File: src/rtl/move_input_ctrl.sv
// move_input_ctrl: turns raw column switches and player buttons into clean, validated one-shot moves
//   clock, reset     : rising-edge clock, synchronous active-high reset
//   col_sw           : raw column-select switches (one per column)
//   btn_p1, btn_p2   : raw player drop buttons, active-high
//   clear            : single-cycle new-game request (keeps input conditioning state)
//   move_valid/col/player, move_ready : move request handshake towards the board stage
//   turn             : player expected next (0 = P1, 1 = P2)
//   col_full         : per-column full flags
//   illegal_move     : one-cycle pulse when a press is rejected
module move_input_ctrl #(
    parameter int NUM_COLS        = 8,
    parameter int NUM_ROWS        = 6,
    parameter int DEBOUNCE_CYCLES = 1000000,
    parameter int CNT_W           = 20
) (
    input  logic                clock,
    input  logic                reset,
    input  logic [NUM_COLS-1:0] col_sw,
    input  logic                btn_p1,
    input  logic                btn_p2,
    input  logic                clear,
    output logic                move_valid,
    output logic [2:0]          move_col,
    output logic                move_player,
    input  logic                move_ready,
    output logic                turn,
    output logic [NUM_COLS-1:0] col_full,
    output logic                illegal_move
);
    localparam int W = NUM_COLS + 2;

    typedef enum logic [1:0] {IDLE, ISSUE, WAIT_RELEASE} state_t;

    logic [W-1:0]        sync1_q, sync2_q, lvl_q, lvl_d;
    logic [CNT_W-1:0]    cnt_q [W];
    logic [CNT_W-1:0]    cnt_d [W];
    logic [1:0]          btn_prev_q, rise;
    logic [NUM_COLS-1:0] col_db, full_q, full_d;
    logic                b1, b2, onehot, btn_ok, legal;
    logic [2:0]          idx;
    state_t              state_q, state_d;
    logic                valid_q, valid_d, player_q, player_d, turn_q, turn_d, illegal_q, illegal_d;
    logic [2:0]          col_q, col_d;
    logic [2:0]          height_q [NUM_COLS];
    logic [2:0]          height_d [NUM_COLS];

    // Debounce: the level only flips after the synchronised input has differed for DEBOUNCE_CYCLES cycles
    always_comb begin
        for (int i = 0; i < W; i++) begin
            lvl_d[i] = lvl_q[i];
            cnt_d[i] = '0;
            if (sync2_q[i] != lvl_q[i]) begin
                if (cnt_q[i] == CNT_W'(DEBOUNCE_CYCLES - 1)) lvl_d[i] = ~lvl_q[i];
                else cnt_d[i] = cnt_q[i] + CNT_W'(1);
            end
        end
    end

    always_ff @(posedge clock) begin
        if (reset) begin
            sync1_q    <= '0;
            sync2_q    <= '0;
            lvl_q      <= '0;
            btn_prev_q <= '0;
            for (int i = 0; i < W; i++) cnt_q[i] <= '0;
        end else begin
            sync1_q    <= {btn_p2, btn_p1, col_sw};
            sync2_q    <= sync1_q;
            lvl_q      <= lvl_d;
            btn_prev_q <= lvl_q[W-1:W-2];
            for (int i = 0; i < W; i++) cnt_q[i] <= cnt_d[i];
        end
    end

    assign col_db = lvl_q[NUM_COLS-1:0];
    assign b1     = lvl_q[NUM_COLS];
    assign b2     = lvl_q[NUM_COLS+1];
    assign rise   = {b2, b1} & ~btn_prev_q;
    assign onehot = (col_db != '0) && ((col_db & (col_db - NUM_COLS'(1))) == '0);
    assign btn_ok = turn_q ? (rise == 2'b10) : (rise == 2'b01);

    always_comb begin
        idx = '0;
        for (int i = 0; i < NUM_COLS; i++) if (col_db[i]) idx = 3'(i);
    end

    assign legal = btn_ok && onehot && !full_q[idx];

    always_comb begin
        state_d   = state_q;
        valid_d   = valid_q;
        col_d     = col_q;
        player_d  = player_q;
        turn_d    = turn_q;
        illegal_d = 1'b0;
        for (int i = 0; i < NUM_COLS; i++) height_d[i] = height_q[i];
        case (state_q)
            IDLE: if (rise != 2'b00) begin
                if (legal) begin
                    col_d    = idx;
                    player_d = turn_q;
                    valid_d  = 1'b1;
                    state_d  = ISSUE;
                end else begin
                    illegal_d = 1'b1;
                    state_d   = WAIT_RELEASE;
                end
            end
            ISSUE: if (move_ready) begin
                height_d[col_q] = height_q[col_q] + ((height_q[col_q] != 3'd7) ? 3'd1 : 3'd0);
                turn_d          = ~turn_q;
                valid_d         = 1'b0;
                state_d         = WAIT_RELEASE;
            end
            WAIT_RELEASE: state_d = (!b1 && !b2) ? IDLE : WAIT_RELEASE;
            default: state_d = IDLE;
        endcase
        for (int i = 0; i < NUM_COLS; i++) full_d[i] = (height_d[i] == 3'(NUM_ROWS));
    end

    // clear wins over a same-cycle handshake: the pending move is simply discarded
    always_ff @(posedge clock) begin
        if (reset || clear) begin
            state_q   <= IDLE;
            valid_q   <= 1'b0;
            col_q     <= '0;
            player_q  <= 1'b0;
            turn_q    <= 1'b0;
            illegal_q <= 1'b0;
            full_q    <= '0;
            for (int i = 0; i < NUM_COLS; i++) height_q[i] <= '0;
        end else begin
            state_q   <= state_d;
            valid_q   <= valid_d;
            col_q     <= col_d;
            player_q  <= player_d;
            turn_q    <= turn_d;
            illegal_q <= illegal_d;
            full_q    <= full_d;
            for (int i = 0; i < NUM_COLS; i++) height_q[i] <= height_d[i];
        end
    end

    assign move_valid   = valid_q;
    assign move_col     = col_q;
    assign move_player  = player_q;
    assign turn         = turn_q;
    assign col_full     = full_q;
    assign illegal_move = illegal_q;
endmodule

File: config.mk
export PLATFORM = sky130hd
export DESIGN_NAME = move_input_ctrl
export DESIGN_NICKNAME = d
export VERILOG_FILES = /design/src/rtl/move_input_ctrl.sv
export SDC_FILE = /design/constraint.sdc
export NUM_CORES = 1
export LEC_CHECK = 0
export CAP_MARGIN = 20
export CORE_ASPECT_RATIO = 0.7
export CORE_MARGIN = 1
export CORE_UTILIZATION = 60
export CTS_BUF_LIST = sky130_fd_sc_hd__clkbuf_16
export CTS_CLUSTER_SIZE = 28
export DETAILED_ROUTE_END_ITERATION = 10
export PLACE_DENSITY = 0.78
export SLEW_MARGIN = 20
export SYNTH_ARGS = -nofsm -noshare
export SYNTH_HDL_FRONTEND = slang
export SYNTH_SLANG_ARGS = --single-unit
File: constraint.sdc
create_clock -name clock -period 7.15 [get_ports clock]
set_input_delay 1.43 -clock clock [delete_from_list [all_inputs] [get_ports clock]]
set_output_delay 1.43 -clock clock [all_outputs]
set_load 0.01 [all_outputs]
Word-level counts from Yosys, hierarchy flattened
Memories as Yosys holds them, arrays and structs flattened. A register that Yosys moved wholly into a read port is not among the register bits.
Index checks and enable logic that the tools add are counted.
{"block": "totals", "regBits": 49, "mem_count": 2, "mem_bits_rw": 224, "out_inout_bits": 15, "elab_cells": 209}
{"memory": "cnt_q", "depth": 10, "width": 20, "read_ports": 10, "rd_clocked_by_memory_dff": 0, "write_ports": 10, "line_no": "35", "text": "logic [CNT_W-1:0] cnt_q [W];"}
{"memory": "height_q", "depth": 8, "width": 3, "read_ports": 9, "rd_clocked_by_memory_dff": 1, "write_ports": 8, "line_no": "44", "text": "logic [2:0] height_q [NUM_COLS];"}
{"block": "classes", "reduce_logical": 29, "n_eq_ne": 36, "n_lt_le_gt_ge": 3, "n_bitwise": 35, "n_mux": 72, "n_addsub": 12}
{"op": "$mux W20", "count": 30}
{"op": "$add A20 B1 Y20 const B", "count": 10}
{"op": "$eq A20 B20 Y1 const B", "count": 10}
{"op": "$mux W3", "count": 17}
{"op": "$mux W24", "count": 2}
{"op": "$bwmux W24", "count": 1}
{"op": "$eq A3 B3 Y1 const B", "count": 8}
{"op": "$reduce_and A2 Y1", "count": 12}
{"op": "$or A1 B1 Y1", "count": 18}
{"op": "$mux W1", "count": 14}
{"op": "$not A1 Y1", "count": 13}
{"op": "$ne A1 B1 Y1", "count": 10}
{"op": "$demux W3 S3", "count": 1}
{"op": "$and A8 B8 Y8", "count": 1}
{"op": "$logic_not A8 Y1", "count": 1}
{"op": "$mux W2", "count": 4}
{"op": "$reduce_bool A8 Y1", "count": 1}
{"op": "$sub A8 B1 Y8 const B", "count": 1}
{"op": "$ne A2 B2 Y1 const B", "count": 3}
{"op": "$pmux W2 S3", "count": 1}
{"op": "$logic_and A1 B1 Y1", "count": 5}
{"op": "$eq A2 B1 Y1 const B", "count": 2}
{"op": "$eq A2 B2 Y1 const B", "count": 2}
{"op": "$ge A4 B4 Y1 const B", "count": 1}
{"op": "16 further kinds", "count": 19}

Longest topological paths before layout
Gate-level depths: netlist of run 1.
{"block": "depth", "word_depth": 14, "depth_mapped": 11, "depth_no_buf": 10}

Worst setup path before layout of run 1
No wires, ideal clock.
{"block": "synth_path", "path_type": "input-to-reg", "startpoint": "in move_ready", "endpoint": "reg full_q[3] (netlist: col_full[3])", "slack_ns": 4.328, "t_arrival_ns": 2.690, "path_buffers": 0, "required_ns": 7.018, "cell_stages": 5, "cell_sequence": "nor2b_1 > nand3_1 > nor3b_1 > mux2i_1 > nor3_1"}
{"block": "synth_between", "elab_chain_cells": 3}
{"item": "from (decl)", "line_no": "25", "text": "input logic move_ready,"}
{"item": "$mux W24", "line_no": "109", "text": "ISSUE: if (move_ready) begin"}
{"item": "$mux W24", "line_no": "97", "text": "case (state_q)"}
{"item": "$eq A3 B3 Y1", "line_no": "118", "text": "for (int i = 0; i < NUM_COLS; i++) full_d[i] = (height_d[i] == 3'(NUM_ROWS));"}
{"item": "to (signal assigned)", "line_no": "139", "text": "full_q <= full_d;"}
{"item": "to (decl)", "line_no": "38", "text": "logic [NUM_COLS-1:0] col_db, full_q, full_d;"}
Every way passes these cells.
A chain may end at the register's enable or synchronous reset.

==> results of run 1 <==
registers in the layout (all words and copies together) (netlist names), named ones only:
signal / count
cnt_q: 200
height_q: 24
lvl_q: 10
sync1_q: 10
sync2_q: 10
col_full: 8
move_col: 3
btn_prev_q: 2
state_q: 2
illegal_move: 1
move_player: 1
move_valid: 1
turn: 1
Yosys cell counts (22+ instances only):
cell,count
clkbuf_1,37
nand4_1,42
inv_1,27
nor4_1,22
dfxtp_1,276
nor3_1,26
mux2i_1,44
nand3_1,85
nor2b_1,33
xor2_1,96
xnor2_1,93
nor2_1,295
and3_1,22
nand2_1,85
per-layer routing:
| metal | track usage | wire length [um] | up-vias | share of wire |
|---|---|---|---|---|
| met5 | 0 | 0 | - | 0 |
| met4 | 0.0574 | 418 | 0 | 0.020 |
| met3 | 0.0326 | 923 | 31 | 0.043 |
| met2 | 0.326 | 9150 | 139 | 0.43 |
| met1 | 0.317 | 10900 | 4018 | 0.51 |
| li1 | - | - | 4472 | - |
metrics by stage:
stage | cells | setup WS [ps]
after floorplan | 1316 | 4330
after global placement | 1567 | 3620
after detailed placement | 1567 | 3520
after CTS | 1614 | 3590
after global routing | 1614 | 3330
final | 1614 | 3540
worst max-delay path: cells and delay by family, from the launching register on:
family          cells  cell delay [ps]
compound gates      1              160
xor+xnor            1              800
fa+ha+maj           2              400
flops               1              510
mux                 2              860
simple gates        2              810
final timing paths:
kind | start | depth (start not counted) | slack [ps] | endpoint
max | flip-flop | 8 | 3540 | col_full[5]
max reg2reg | flip-flop | 8 | 3540 | col_full[5]
min reg2reg | sync1_q[9] | 1 | 440 | sync2_q[9]
min | sync1_q[9] | 1 | 440 | sync2_q[9]
area by class of cell:
class | instances | share of cell area
clock buffer | 27 | 0.0518
tap | 264 | 0.0253
multi-input combinational | 972 | 0.456
clock inverter | 20 | 0.0141
timing repair buffer | 28 | 0.0211
inverter | 27 | 0.00777
sequential | 276 | 0.424
report_power, final:
group	internal (mW)	switching [mW]
Combinational	0.0123	0.0207
Sequential	1.54	0.00376
Clock	0.796	0.589
Total	2.35	0.613
cells by family (layout without fill, tap and decap cells):
logic type | after synthesis | after routing
DFF | 276 | 276
buffers and inverters | 68 | 102
AOI/OAI and AO/OA | 29 | 29
and+or+nand+nor | 687 | 687
xor gates and xnor gates | 189 | 189
adders and majority gates | 13 | 13
muxes | 54 | 54
==> flow_summary.yaml, run 1 <==
worst_setup_path:
  crit_required_ps: 7600
  critPathSlowestCell: "xnor2_1"
  crit_path_start_kind: "flip-flop"
  path_cells: "mux4_2, mux2_2, ha_1, ha_1, xnor2_1, nor2b_1, a21oi_1, nor3_1"
  worstPathArrival_ps: 4060
  worstPathMaxFanout: 10
  endpoint_kind: "flip-flop"
  cpMostUsedCell: "ha_1"
  max_stage_delay_ps: 800
  path_class: "reg2reg"
logic_synthesis:
  syn-cell-area_sq_mm: 0.0117
  yosysSeqAreaShare: 0.470
  synth_xor_area_frac: 0.141
  synth_edf_count: 0
  synth_simple_gate_area_share: 0.283
  synth_top_area_share: 0.470
  synth_top_family_by_area: "simple AND/OR/NAND/NOR gates"
  synth_cell_types: 47
  yosys.area.top_type: "dfxtp_1"
  synth.mux.area_fraction: 0.0528
  ys_ff_latch: 276
  ys_warn_count: 0
  synth_compound_area_frac: 0.0158
  ys_top_cells_by_area: "dfxtp_1 (47%), nor2_1 (9.4%), xor2_1 (7.2%)"
  avgSynthCellArea_sq_um: 8.93
  synthAdderAreaFrac: 0.0136
  async_reset_ff_frac: 0
  synth_fp_nets: 1342
  synth_cells: 1316
  synth-main-ff-cell: "dfxtp_1"
detailed_routing:
  first_iter_violations: 650
  viasPerCell: 5.37
  wl_per_cell_um: 13.2
  first_pass_iters: 7
  post-route-drc-count: 0
  wl_um: 21300
  vias: 8660
  ant_nets: 0
clock_network:
  cts_hold_buffers: 0
  numCtsBuffers: 26
  cts_setup_buffers: 0
  clockBufferDepth: 3
  clock_sinks: 276
  ctsResizeCount: 0
  clkTransAtPathRegs_ps: 70
  worstSkewPairLatency_ps: 530
  ctsHtreeMaxLevel: 1
  cts_tree: "yes"
  cts_root_buffer: "clkbuf_16"
cells_and_area:
  area_delta_synth_final_pct: 11.0
  antenna_cells: 0
  final_area_sq_mm: 0.0130
  utilization: 0.686
  drive_gt1_frac: 0.0489
  multi_input_area_sq_mm: 0.00595
  final_common_cell: "nor2_1"
  fill_cells: 1487
  final_cell_mix: "nor2_1 (295), dfxtp_1 (276), xor2_1 (96), xnor2_1 (93)"
  finalNetCount: 1357
  seq_area_sq_mm: 0.00553
sta:
  max_slew.worst_pin.slew_ps: 995
  fin_crit_ps: 3610
  rsz0062_at_grt: "false"
  tns_ps: 0
  timing.hold.ws_ps: 440
  max-slew-margin-rel: 0.332
  clock.fmax_mhz: 277
  period_share: 0.505
  slew_viol_final: 0
  setup_viol: 0
  final_hold_viol_count: 0
  finClkSkew_ps: 10.8
pwr:
  p_total_mw: 2.97
  power_leakage_nw: 4.22
  power_density_mw_per_mm2: 227
  ir_worst_vdd_v: 0.000193
floorplanning:
  io_pins: 29
  std_cell_rows: 42
  dieArea_sq_mm: 0.0202
  fp.dieH_um: 119
  chipWidth_um: 169
  start_util: 0.618
  coreArea_sq_mm: 0.0190
grt:
  grt_pass1_vias: 7860
  grt_max_degree: 45
  gr-total-overflow: 0
  grt_pass1_wl_um: 36600
  antenna_found_initial: 0
  gr-usage-all-layers: 0.215
run:
  maxCapViolCount: 0
hold_path:
  worstHoldPathType: "reg2reg"
placement:
  io_buffers: 28
  dpl_cell_area_sq_mm: 0.0122
  dp_hpwl_um: 14700
  place_congestion: 0.869
run_status:
  status: "complete, no violations"
Power figures use the tool's default switching activity.
==> run 2, diff against run 1 <==
- CORE_UTILIZATION: 60 -> 56
- PLACE_DENSITY: 0.78 -> 0.76
- clock period: 7.15 -> 3 ns (I/O delays scaled with it)
==> flow_summary.yaml, run 2 (synthesis gave the netlist of run 1 again) <==
clock_network:
  cts_setup_buffers: 0
  cts_root_buffer: "clkbuf_16"
  numCtsBuffers: 27
  clock_sinks: 276
  ctsResizeCount: 0
  ctsHtreeMaxLevel: 1
  clockBufferDepth: 3
  clkTransAtPathRegs_ps: 70
  worstSkewPairLatency_ps: 520
  cts_tree: "yes"
  cts_hold_buffers: 0
cells_and_area:
  final_area_sq_mm: 0.0132
  finalNetCount: 1369
  drive_gt1_frac: 0.0565
  fill_cells: 1651
  largest_register_ffs: 200
  final_common_cell: "nor2_1"
  reg_top3: "cnt_q: 200 flops, height_q: 24 flops"
  top_register: "cnt_q"
  area_delta_synth_final_pct: 12.3
  fin_cells: 1632
  antenna_cells: 0
  final_cell_mix: "nor2_1 (295), dfxtp_1 (276), xor2_1 (96), xnor2_1 (93)"
detailed_routing:
  wl_met3_um: 915
  viasPerCell: 5.30
  first_pass_iters: 5
  wl_met2_um: 9280
  first_iter_violations: 691
  top_layer_used: "met4"
  post-route-drc-count: 0
  wl_per_cell_um: 13.6
  vias: 8653
  drt-met1-wl_um: 11600
  ant_nets: 0
  wl_um: 22100
sta:
  finClkSkew_ps: 9.49
  max-slew-margin-rel: 0.488
  setup_ws_ps: 257
  fin_crit_ps: 2740
  slew_viol_final: 0
  clock.fmax_mhz: 365
  setup_viol: 0
  max_slew.worst_pin.slew_ps: 760
  tns_ps: 0
  timing.hold.ws_ps: 433
  period_share: 0.914
  final_hold_viol_count: 0
  rsz0062_at_grt: "false"
grt:
  gr-total-overflow: 0
  grt_pass1_wl_um: 37800
  antenna_found_initial: 0
  grt_pass1_vias: 7914
  grt_max_degree: 37
  gr-usage-all-layers: 0.209
hold_path:
  hold_path_depth: 1
  hold-path-endpoint: "sync2_q[2]"
  hp-start: "sync1_q[2]"
  worstHoldPathType: "reg2reg"
worst_setup_path:
  worstPathArrival_ps: 3180
  r2r_end: "col_full[6]"
  cp_top_family: "multiplexers"
  path_class: "reg2reg"
  max_stage_delay_ps: 540
  critPathBufInv: 1
  endpoint_kind: "flip-flop"
  reg2reg_setup_slack_ps: 260
  crit_required_ps: 3440
  r2r_cells: 9
  crit_path_start_kind: "flip-flop"
  cpMostUsedCell: "ha_1"
  critPathSlowestCell: "mux4_2"
  path_cells: "mux4_2, mux2_2, ha_1, ha_1, xnor2_1, nor2b_1, buf_4, nand2_1, a21boi_0"
  worstPathMaxFanout: 6
placement:
  dpl_cell_area_sq_mm: 0.0123
  place_ws_ps: 293
  place_congestion: 0.880
  io_buffers: 28
  place_inst: 1582
  dp_hpwl_um: 14900
run_status:
  status: "complete, no violations"
floorplanning:
  start_util: 0.582
  dieArea_sq_mm: 0.0216
  io_pins: 29
  fp.dieH_um: 123
  chipWidth_um: 175
  std_cell_rows: 43
  coreArea_sq_mm: 0.0202
run:
  maxCapViolCount: 0
pwr:
  ir_worst_vdd_v: 0.000445
  power_leakage_nw: 4.32
  power_density_mw_per_mm2: 554
run 2: how the worst max path moves through the flow:
stage / endpoint / depth (start not counted) / from / slack, ps
global placement: flip-flop / 6 / lvl_q[2] / 380
detailed placement: move_col[2] / 6 / lvl_q[2] / 290
CTS: col_full[6] / 9 / flip-flop / 240
global route: col_full[6] / 9 / flip-flop / 70
finish: col_full[6] / 9 / flip-flop / 260
floorplan: col_full[3] / 9 / flip-flop / 250
run 2: routing by layer:
layer  global-route usage  vias up
met4               0.0413        0
met1                0.314     4009
met5                    0        -
met3               0.0335       24
li1                     -     4483
met2                0.318      137
run 2: layout make-up:
type                            count  area (sq um)  area share
Multi-Input combinational cell    972          5950       0.451
Sequential cell                   276          5530       0.419
Clock buffer                       27           676      0.0512
Timing Repair Buffer               39           358      0.0271
Tap cell                          270           338      0.0256
Clock inverter                     21           249      0.0189
Inverter                           27           101     0.00768
run 2: where the power goes:
group | total (mW) | switching (mW) | internal, mW
clock | 3.54 | 1.40 | 2.15
sequential | 3.69 | 0.00958 | 3.68
combinational | 0.0818 | 0.0507 | 0.0310
total | 7.31 | 1.46 | 5.86
run 2: through the flow:
step                      total power [mW]  utilization
after detailed placement              3.85        0.608
after global placement                3.85        0.608
after global routing                  7.56        0.654
after CTS                             7.37        0.653
after floorplan                       3.82            -
final                                 7.31        0.654
==> run 3, diff against run 2 <==
- ABC_AREA: not set -> 1
- CTS_BUF_LIST: sky130_fd_sc_hd__clkbuf_16 -> not set
==> flow_summary.yaml, run 3 <==
pwr:
  ir_worst_vdd_v: 0.000461
  power_density_mw_per_mm2: 529
  power_leakage_nw: 4.90
worst_setup_path:
  crit_path_start_kind: "flip-flop"
  cp_top_family: "compound AO/OA/AOI/OAI gates"
  path_cells: "inv_2, a21oi_1, o21ai_0, nand2_1, nor2_1, a31oi_1, nand4_1, ha_1, ha_1, inv_1, a211oi_2, nand2_1, nor2_1"
  crit_required_ps: 3490
  worstPathArrival_ps: 3090
  endpoint_kind: "flip-flop"
  critPathBufInv: 2
  critPathSlowestCell: "dfxtp_1"
  max_stage_delay_ps: 490
  worstPathMaxFanout: 7
  path_class: "reg2reg"
detailed_routing:
  vias: 10300
  first_iter_violations: 649
  wl_per_cell_um: 12.5
  wl_um: 24600
  viasPerCell: 5.23
  ant_nets: 0
  post-route-drc-count: 0
  first_pass_iters: 8
logic_synthesis:
  synth_fp_nets: 1644
  synth_edf_count: 0
  syn-cell-area_sq_mm: 0.0124
  synth-main-ff-cell: "dfxtp_1"
  synth_top_area_share: 0.447
  synth.most_common_cell: "dfxtp_1"
  async_reset_ff_frac: 0
  yosys.area.top_type: "dfxtp_1"
  ys_warn_count: 0
  synth_cells: 1618
  avgSynthCellArea_sq_um: 7.64
  ys_ff_latch: 276
  synth_cell_types: 47
  yosysSeqAreaShare: 0.447
  netlist_top_cells_count: "dfxtp_1 (276), nor2_1 (236), inv_1 (231)"
  ys_top_cells_by_area: "dfxtp_1 (45%), nor2_1 (7.2%), inv_1 (7.0%)"
floorplanning:
  dieArea_sq_mm: 0.0227
  chipWidth_um: 180
  coreArea_sq_mm: 0.0217
  start_util: 0.570
  fp.dieH_um: 126
  io_pins: 29
  std_cell_rows: 45
grt:
  grt_max_degree: 32
  gr-total-overflow: 0
  grt_pass1_wl_um: 42700
  antenna_found_initial: 0
  gr-usage-all-layers: 0.220
  grt_pass1_vias: 9399
cells_and_area:
  area_delta_synth_final_pct: 12.6
  final_common_cell: "dfxtp_1"
  final_cell_mix: "dfxtp_1 (276), nor2_1 (236), inv_1 (231), nand2_1 (211), a21oi_1 (109)"
  fill_cells: 1864
  drive_gt1_frac: 0.110
  reg_top3: "cnt_q: 200 flops, height_q: 24 flops"
  utilization: 0.642
  antenna_cells: 0
  top_register: "cnt_q"
  largest_register_ffs: 200
  fin_cells: 1967
  finalNetCount: 1690
sta:
  setup_ws_ps: 405
  finClkSkew_ps: 14.2
  final_hold_viol_count: 0
  max-slew-margin-rel: 0.572
  max_slew.worst_pin.slew_ps: 640
  setup_viol: 0
  clock.fmax_mhz: 385
  timing.hold.ws_ps: 403
  tns_ps: 0
  period_share: 0.865
  rsz0062_at_grt: "false"
  slew_viol_final: 0
  fin_crit_ps: 2600
placement:
  place_congestion: 0.870
  dp_hpwl_um: 18000
  io_buffers: 28
  place_inst: 1917
  place_ws_ps: 328
clock_network:
  ctsResizeCount: 0
  cts_tree: "yes"
  worstSkewPairLatency_ps: 550
  clockBufferDepth: 3
  cts_setup_buffers: 0
  numCtsBuffers: 27
  clkTransAtPathRegs_ps: 70
  clock_sinks: 276
  cts_root_buffer: "clkbuf_16"
  cts_hold_buffers: 0
  ctsHtreeMaxLevel: 1
run_status:
  status: "complete, no violations"
hold_path:
  worstHoldPathType: "reg2reg"
run:
  maxCapViolCount: 0
[run 3: changes by cell type after synthesis, sizes merged, moves of 21 or more]
cell,change
clkbuf,-29
o21ai,+77
nor2b,-33
and3,-21
nor3,+53
xnor2,-77
a21oi,+97
nand2,+143
inv,+218
mux2i,-44
xor2,-62
[run 3: power breakdown]
part | leakage (nW) | internal [mW] | switching, mW
clock | 0.472 | 2.14 | 1.43
sequential | 2.23 | 3.68 | 0.00931
combinational | 2.20 | 0.0360 | 0.0637
total | 4.90 | 5.86 | 1.50
[run 3: final cells by class]
cell class,count,area (sq um),area share
multi-input combinational,1075,5810,0.417
sequential,276,5530,0.397
inverter,245,920,0.0661
clock buffer,38,767,0.0551
timing repair buffer,39,363,0.0261
tap,282,353,0.0254
clock inverter,12,181,0.0130
[run 3: final timing paths]
kind | from | to | slack, ps | cells after the start
worst min-delay path | sync1_q[1] | sync2_q[1] | 400 | 2
worst max register to register | flip-flop | col_full[3] | 400 | 13
worst max-delay path | flip-flop | col_full[3] | 400 | 13
worst min register to register | sync1_q[1] | sync2_q[1] | 400 | 2
[run 3: cell families after synthesis]
logic type	Yosys count	share of synthesized area
buffers and inverters	267	0.0831
adder cells (fa/ha/maj)	12	0.0121
AO/OA/AOI/OAI	232	0.102
XOR/XNOR	50	0.0354
flip-flops	276	0.447
AND/OR/NAND/NOR	781	0.320
[run 3: worst reg2reg max path, stage by stage, from the launching register on]
cell and delay (ps):
dfxtp_1 490, inv_2 140, a21oi_1 130, o21ai_0 120, nand2_1 100, nor2_1 50, a31oi_1 200, nand4_1 130
ha_1 200, ha_1 350, inv_1 170, a211oi_2 280, nand2_1 90, nor2_1 90
[run 3: per-stage QoR]
step | power (mW) | instance area (sq um)
6_report | 7.36 | 13900
5_1_grt | 7.59 | 13900
4_1_cts | 7.43 | 13900
3_5_place_dp | 3.87 | 13000
3_3_place_gp | 3.87 | 13000
2_1_floorplan | 3.83 | 12400
[run 3: routing by layer]
metal	global-route usage	wire length (um)	up-vias
met5	0	0	-
met4	0.0436	346	0
met3	0.0304	855	36
met2	0.347	10400	168
met1	0.322	13000	4713
li1	-	-	5363
